## config.mk

```make
export PLATFORM = sky130hd
export DESIGN_NAME = kmer_min_selector
export DESIGN_NICKNAME = d
export VERILOG_FILES = /design/src/rtl/proj_pkg.sv /design/src/rtl/kmer_hash.sv /design/src/rtl/kmer_min_selector.sv
export SDC_FILE = /design/constraint.sdc
export NUM_CORES = 1
export LEC_CHECK = 0
export ABC_AREA = 1
export BUFFER_PORTS_ARGS = -buffer_cell sky130_fd_sc_hd__buf_2
export CORE_UTILIZATION = 30
export DETAILED_ROUTE_END_ITERATION = 7
export SLEW_MARGIN = 0
export SYNTH_ARGS = -nofsm -noshare
export SYNTH_HDL_FRONTEND = slang
export SYNTH_SLANG_ARGS = --single-unit
```

## constraint.sdc

```tcl
create_clock -name clk -period 7.45 [get_ports clk]
set_clock_uncertainty 0.05 [all_clocks]
set_input_delay 1.49 -clock clk [delete_from_list [all_inputs] [get_ports clk]]
set_output_delay 1.49 -clock clk [all_outputs]
set_load 0.01 [all_outputs]
```

## src/rtl/proj_pkg.sv

```systemverilog
// Shared types and helper constants for the k-mer minimiser selector.
//   state_t  : scan FSM states
//   cand_t   : one candidate slot {valid, hash, index}; the hash and index
//              fields are sized for the widest supported configuration and
//              hold zero-extended values
//   num_kmers: number of k-mer positions in a fragment
package proj_pkg;

   typedef enum logic [1:0] {
      ST_IDLE = 2'd0,
      ST_SCAN = 2'd1,
      ST_DONE = 2'd2
   } state_t;

   // Upper bounds on the per-instance HASH_BITS / INDICE_LEN parameters.
   localparam int HASH_W_MAX = 16;
   localparam int IDX_W_MAX  = 8;

   // Default-parameter derived constants.
   localparam int DEF_FRAG_SIZE = 8;
   localparam int DEF_KMER_SIZE = 4;
   localparam int DEF_NUM_KMERS = DEF_FRAG_SIZE - DEF_KMER_SIZE + 1;

   typedef struct packed {
      logic                  vld;
      logic [HASH_W_MAX-1:0] hash;
      logic [IDX_W_MAX-1:0]  idx;
   } cand_t;

   function automatic int num_kmers(input int frag_size, input int kmer_size);
      return frag_size - kmer_size + 1;
   endfunction

endpackage

```

## src/rtl/kmer_hash.sv

```systemverilog
// Combinational k-mer hash: ((kmer * HASH_MULT) mod 2^HASH_BITS) ^ HASH_SEED.
//   i_kmer : packed k-mer value (KMER_BITS wide)
//   o_hash : HASH_BITS-wide hash
module kmer_hash #(
   parameter int                    KMER_BITS = 8,
   parameter int                    HASH_BITS = 8,
   parameter int unsigned           HASH_MULT = 157,
   parameter logic [HASH_BITS-1:0]  HASH_SEED = 8'h5A
) (
   input  logic [KMER_BITS-1:0] i_kmer,
   output logic [HASH_BITS-1:0] o_hash
);

   // Product is computed wide enough never to overflow; only the low
   // HASH_BITS are kept, which is the mod 2^HASH_BITS.
   localparam int PW = KMER_BITS + 32;

   logic [PW-1:0] w_prod;

   assign w_prod = PW'(i_kmer) * PW'(HASH_MULT);
   assign o_hash = w_prod[HASH_BITS-1:0] ^ HASH_SEED;

endmodule

```

## src/rtl/kmer_min_selector.sv

```systemverilog
// Scans a latched fragment one k-mer position per cycle, hashes each k-mer
// and keeps the INDICES_COUNT positions with the smallest hashes in a sorted
// candidate list (stable on ties). The result is published once per scan.
//   clk, rst         : clock, synchronous active-high reset
//   in_fragment      : packed bases, base b at [b*BASE_LEN +: BASE_LEN]
//   start            : one-cycle scan request, honoured only in IDLE
//   busy             : high in SCAN and DONE
//   out_kmer_indices : selected positions, slot 0 = smallest hash; feeds
//                      proj_extender.in_kmer_indices
//   valid_indices    : one-cycle strobe when out_kmer_indices is updated;
//                      feeds proj_extender.valid_indices
module kmer_min_selector
   import proj_pkg::*;
#(
   parameter int                   FRAG_SIZE     = 8,
   parameter int                   BASE_LEN      = 2,
   parameter int                   FRAG_LEN_BITS = 16,
   parameter int                   KMER_SIZE     = 4,
   parameter int                   INDICES_COUNT = 4,
   parameter int                   INDICE_LEN    = 3,
   parameter int                   HASH_BITS     = 8,
   parameter int unsigned          HASH_MULT     = 157,
   parameter logic [HASH_BITS-1:0] HASH_SEED     = 8'h5A
) (
   input  logic                                     clk,
   input  logic                                     rst,
   input  logic [FRAG_LEN_BITS-1:0]                 in_fragment,
   input  logic                                     start,
   output logic                                     busy,
   output logic [INDICES_COUNT-1:0][INDICE_LEN-1:0] out_kmer_indices,
   output logic                                     valid_indices
);

   localparam int NUM_KMERS = num_kmers(FRAG_SIZE, KMER_SIZE);
   localparam int KMER_BITS = KMER_SIZE * BASE_LEN;

   // Parameter sanity checks at elaboration.
   if (FRAG_LEN_BITS != FRAG_SIZE * BASE_LEN) begin : g_chk_frag
      $error("FRAG_LEN_BITS must equal FRAG_SIZE*BASE_LEN");
   end
   if (NUM_KMERS < INDICES_COUNT) begin : g_chk_cnt
      $error("NUM_KMERS must be >= INDICES_COUNT");
   end
   if ((1 << INDICE_LEN) < NUM_KMERS) begin : g_chk_idx
      $error("INDICE_LEN too narrow for NUM_KMERS");
   end
   if (HASH_BITS > HASH_W_MAX || INDICE_LEN > IDX_W_MAX) begin : g_chk_slot
      $error("HASH_BITS/INDICE_LEN exceed candidate slot field widths");
   end

   state_t                                  r_state, w_state_nxt;
   logic [INDICE_LEN-1:0]                   r_pos;
   logic [FRAG_LEN_BITS-1:0]                r_frag;
   cand_t [INDICES_COUNT-1:0]               r_slot;
   logic [INDICES_COUNT-1:0][INDICE_LEN-1:0] r_out;
   logic                                    r_valid;

   logic [NUM_KMERS-1:0][KMER_BITS-1:0]     w_kmers;
   logic [KMER_BITS-1:0]                    w_kmer;
   logic [HASH_BITS-1:0]                    w_hash;
   logic                                    w_last;
   cand_t                                   w_new;
   logic [INDICES_COUNT-1:0]                w_gt;
   cand_t [INDICES_COUNT-1:0]               w_slot_nxt;

   // ---------------------------------------------------------------
   // K-mer extraction and hashing
   // ---------------------------------------------------------------
   for (genvar g = 0; g < NUM_KMERS; g++) begin : g_kmer
      assign w_kmers[g] = r_frag[g*BASE_LEN +: KMER_BITS];
   end

   always_comb begin
      w_kmer = '0;
      for (int i = 0; i < NUM_KMERS; i++) begin
         if (r_pos == INDICE_LEN'(i)) w_kmer = w_kmers[i];
      end
   end

   kmer_hash #(
      .KMER_BITS (KMER_BITS),
      .HASH_BITS (HASH_BITS),
      .HASH_MULT (HASH_MULT),
      .HASH_SEED (HASH_SEED)
   ) u_hash (
      .i_kmer (w_kmer),
      .o_hash (w_hash)
   );

   assign w_new.vld  = 1'b1;
   assign w_new.hash = HASH_W_MAX'(w_hash);
   assign w_new.idx  = IDX_W_MAX'(r_pos);

   // ---------------------------------------------------------------
   // Compare-and-shift insertion. The list is sorted with invalid slots
   // at the tail, so w_gt is a thermometer: the first set bit is the
   // insertion point, slots after it take their predecessor. Strict '>'
   // keeps an equal-hash earlier position ahead of the new one.
   // ---------------------------------------------------------------
   for (genvar i = 0; i < INDICES_COUNT; i++) begin : g_ins
      assign w_gt[i] = !r_slot[i].vld || (r_slot[i].hash > w_new.hash);
      if (i == 0) begin : g_head
         assign w_slot_nxt[i] = w_gt[i] ? w_new : r_slot[i];
      end else begin : g_body
         assign w_slot_nxt[i] = !w_gt[i]    ? r_slot[i]   :
                                 w_gt[i-1]  ? r_slot[i-1] : w_new;
      end
   end

   // ---------------------------------------------------------------
   // FSM
   // ---------------------------------------------------------------
   assign w_last = (r_pos == INDICE_LEN'(NUM_KMERS - 1));

   always_ff @(posedge clk) begin
      if (rst) r_state <= ST_IDLE;
      else     r_state <= w_state_nxt;
   end

   always_comb begin
      w_state_nxt = r_state;
      case (r_state)
         ST_IDLE: if (start)  w_state_nxt = ST_SCAN;
         ST_SCAN: if (w_last) w_state_nxt = ST_DONE;
         ST_DONE:             w_state_nxt = ST_IDLE;
         default:             w_state_nxt = ST_IDLE;
      endcase
   end

   // ---------------------------------------------------------------
   // Datapath
   // ---------------------------------------------------------------
   always_ff @(posedge clk) begin
      if (rst) begin
         r_pos   <= '0;
         r_frag  <= '0;
         r_slot  <= '0;
         r_out   <= '0;
         r_valid <= 1'b0;
      end else begin
         r_valid <= (r_state == ST_DONE);
         case (r_state)
            ST_IDLE: begin
               if (start) begin
                  r_frag <= in_fragment;
                  r_pos  <= '0;
                  r_slot <= '0;
               end
            end
            ST_SCAN: begin
               r_slot <= w_slot_nxt;
               r_pos  <= r_pos + 1'b1;
            end
            ST_DONE: begin
               for (int i = 0; i < INDICES_COUNT; i++)
                  r_out[i] <= r_slot[i].idx[INDICE_LEN-1:0];
            end
            default: ;
         endcase
      end
   end

   assign busy             = (r_state != ST_IDLE);
   assign out_kmer_indices = r_out;
   assign valid_indices    = r_valid;

endmodule

```

==> metrics.txt <==
Ant. Diodes=0; area delta synth->final=11.1%; Root Buffer=clkbuf_16; Max Buffers Root-to-Sink=2; FP Rows=48; Critical Path Source Type=flop; CP Capture Type=flop; input/output buffers=32; Synthesized Nets=about 840; Async SR Flop Fraction=0; Sequential Power Share=0.304; drt pass-1 iters=4; core area=17,400 µm²; CTS-repair resized insts=0; Worst slew margin=0.450; gp weighted congestion=approximately 0.83; setup_tns=0 ns; grt ovf=0; critical setup path kind=reg -> reg; Top FF cell, synth=dfxtp_1; post-synthesis mux area share=0; Cells after Synth=770; Clk network pwr share=0.265; DR vias/cell=just under 5; Synth Area in Compound Gates=0.143; first-pass GRT wire length=around 22 mm; post-synth cell types=38; Leak=2.80 nW; die area=18,400 µm²; Seq/Total Area, Yosys=0.307; Total GRT Usage=0.156; post-synthesis register bit count=82; status=complete, no violations; Final Non-Filler Cells=between 1,000 and 1,500; Synth area leaders=dfxtp_1 31%, nand2_1 11%, ha_1 11%, inv_1 7.5%, a21oi_1 7.5%; synthesized area=approximately 5300 µm²; Hold Path Class=reg -> reg; Sink Count=just over 80; H-Tree Depth=3; Setup Viol. Count Final=0; main combinational cell family by area after synthesis=simple AND/OR/NAND/NOR gates; Reg2Reg Depth=32; Final nets=858; Worst VDD drop=0.137 mV; layout cell share with drive strength beyond 1=0.113; Syn Area/Cell=6.94 µm²; initial core utilization=0.308; Switching Fraction=0.422; simple-gate portion of the synthesized area=0.301; Routed wire per std cell=13.3 µm; Via Count=between 4,000 and 5,000; CP Max Fanout=16; critical path required time=7.68 ns; Worst Path Arrival=6.91 ns; Core Util, Final=0.342; hold_buf cts=0; drt initial violations=338; initial antenna violation count=0; largest net degree at the start of global routing=64; CTS Buf Count=9; setup repair after global routing missed its margin=false; Setup Fix Bufs, Post-CTS=0; Synth area leader=dfxtp_1; Gate power share=0.431; NetSw=0.688 mW; slowest CP cell=fa_1; xor-xnor portion of the synthesized cell area=0.00491; Slew @ Worst Pin=~0.82 ns; final WL=around 14 mm; WP buf/inv=8; Top cell by count, worst path=inv_1; total I/O pin count=33; fin. max-slew vios=0; Fin. Hold Viols=0; crit-path leading delay family=adder cells; clock tree from TritonCTS=done; HPWL after DPL=9.77 mm; EDFF count, synth=0; Pwr Total=1.63 mW; share of the synthesized area in the top cell type=0.307; Critical Path Stages=32; Yosys warnings=0; Worst-Skew Late Latency=approximately 0.35 ns; post-synthesis adder-cell area fraction=0.132; period utilization=0.896; DP Cell Count=about 1,000; Antenna Violating Nets Remaining=0; most common cell in the netlist=nand2_1; Final Critical Period=between 6 and 7 ns; Hold Path Cell Cnt=2; clock transition at the registers of the reported paths=0.07 ns; vias in the first global route=4,439; Fmax achieved=between 100 and 150 MHz; die boundary height=135 µm; Die X=around 140 µm; PD cells=274 nW/µm²; maximum single-stage delay on the critical path=0.53 ns; Int Power=between 0.9 and 1 mW; r2r setup slk=roughly 0.78 ns; most instantiated cells after synthesis=163 x nand2_1, 107 x inv_1, 82 x dfxtp_1; Max Cap Viol=0; Residual DRC=0
[cells by family after synthesis]
kind of cell    after synthesis
compound gates              144
xor+xnor                      3
fa+ha+maj                    53
buf+inv                     145
flops                        82
simple gates                343
[worst reg2reg max path: cells and delay by family, from the launching register on]
kind,cells,cell delay [ns]
AOI/OAI and AO/OA,4,0.53
and+or+nand+nor,12,1.69
adders and majority gates,7,2.65
xor gates and xnor gates,1,0.20
DFF,1,0.33
buffers and inverters,8,1.14
[path summary, 6_finish.rpt]
check | start | end
setup reg to reg | r_pos[1] | r_slot[49]
setup / recovery | r_pos[1] | r_slot[49]
hold reg to reg | r_slot[77] | r_slot[77]
hold / removal | r_slot[77] | r_slot[77]
[area by class of cell]
class                      count  area [µm²]
clock buffer                  11         243
clock inverter                 5        38.8
fill                        1849       11400
inverter                     112         420
multi-input combinational    543        3110
sequential                    82        1640
tap                          225         282
timing repair buffer          38         205
[routing by layer]
layer	up-vias	global-route usage	wire, µm
li1	2556	-	-
met5	-	0	0
met1	2213	0.214	6850
met4	0	0.0518	233
met2	95	0.242	5950
met3	18	0.0325	529
[placed cells by master, fill, tap and decap left out, types with 2 or more instances in the layout]
| cell | instances |
|---|---|
| nand2_1 | 162 |
| inv_1 | 107 |
| dfxtp_1 | 82 |
| a21oi_1 | 80 |
| nand3_1 | 76 |
| nor2_1 | 53 |
| ha_1 | 47 |
| o21ai_0 | 46 |
| buf_2 | 32 |
| nand4_1 | 21 |
| nand2_2 | 10 |
| clkbuf_16 | 9 |
| nand3_2 | 6 |
| fa_1 | 6 |
| buf_4 | 6 |
| nand3_4 | 5 |
| inv_2 | 5 |
| a22oi_1 | 4 |
| nand2_4 | 4 |
| clkinvlp_4 | 4 |
| o22ai_1 | 3 |
| nor2_2 | 2 |
| a21oi_2 | 2 |
| o211ai_1 | 2 |
| xor2_1 | 2 |
[state kept, by name, indices dropped and copies added (netlist names)]
register	cells
r_frag	16
out_kmer_indices	12
r_state	2
valid_indices	1
r_slot	48
r_pos	3
[power by group through the flow]
stage	sequential (mW)	clock, mW	combinational, mW
2_1_floorplan	0.496	0	0.543
3_3_place_gp	0.506	0	0.688
3_5_place_dp	0.505	0	0.697
4_1_cts	0.496	0.439	0.704
5_1_grt	0.500	0.460	0.801
6_report	0.496	0.431	0.703
[per-stage QoR]
| step | hold WS (ns) | worst slack [ns] | cell area, µm² |
|---|---|---|---|
| 5_1_grt | 0.424 | 0.229 | 5940 |
| 4_1_cts | 0.415 | 0.782 | 5940 |
| 6_report | 0.412 | 0.778 | 5940 |
| 2_1_floorplan | 0.380 | 1.69 | 5350 |
| 3_3_place_gp | 0.400 | 0.993 | 5660 |
| 3_5_place_dp | 0.405 | 0.898 | 5660 |
Power figures use the tool's default switching activity.
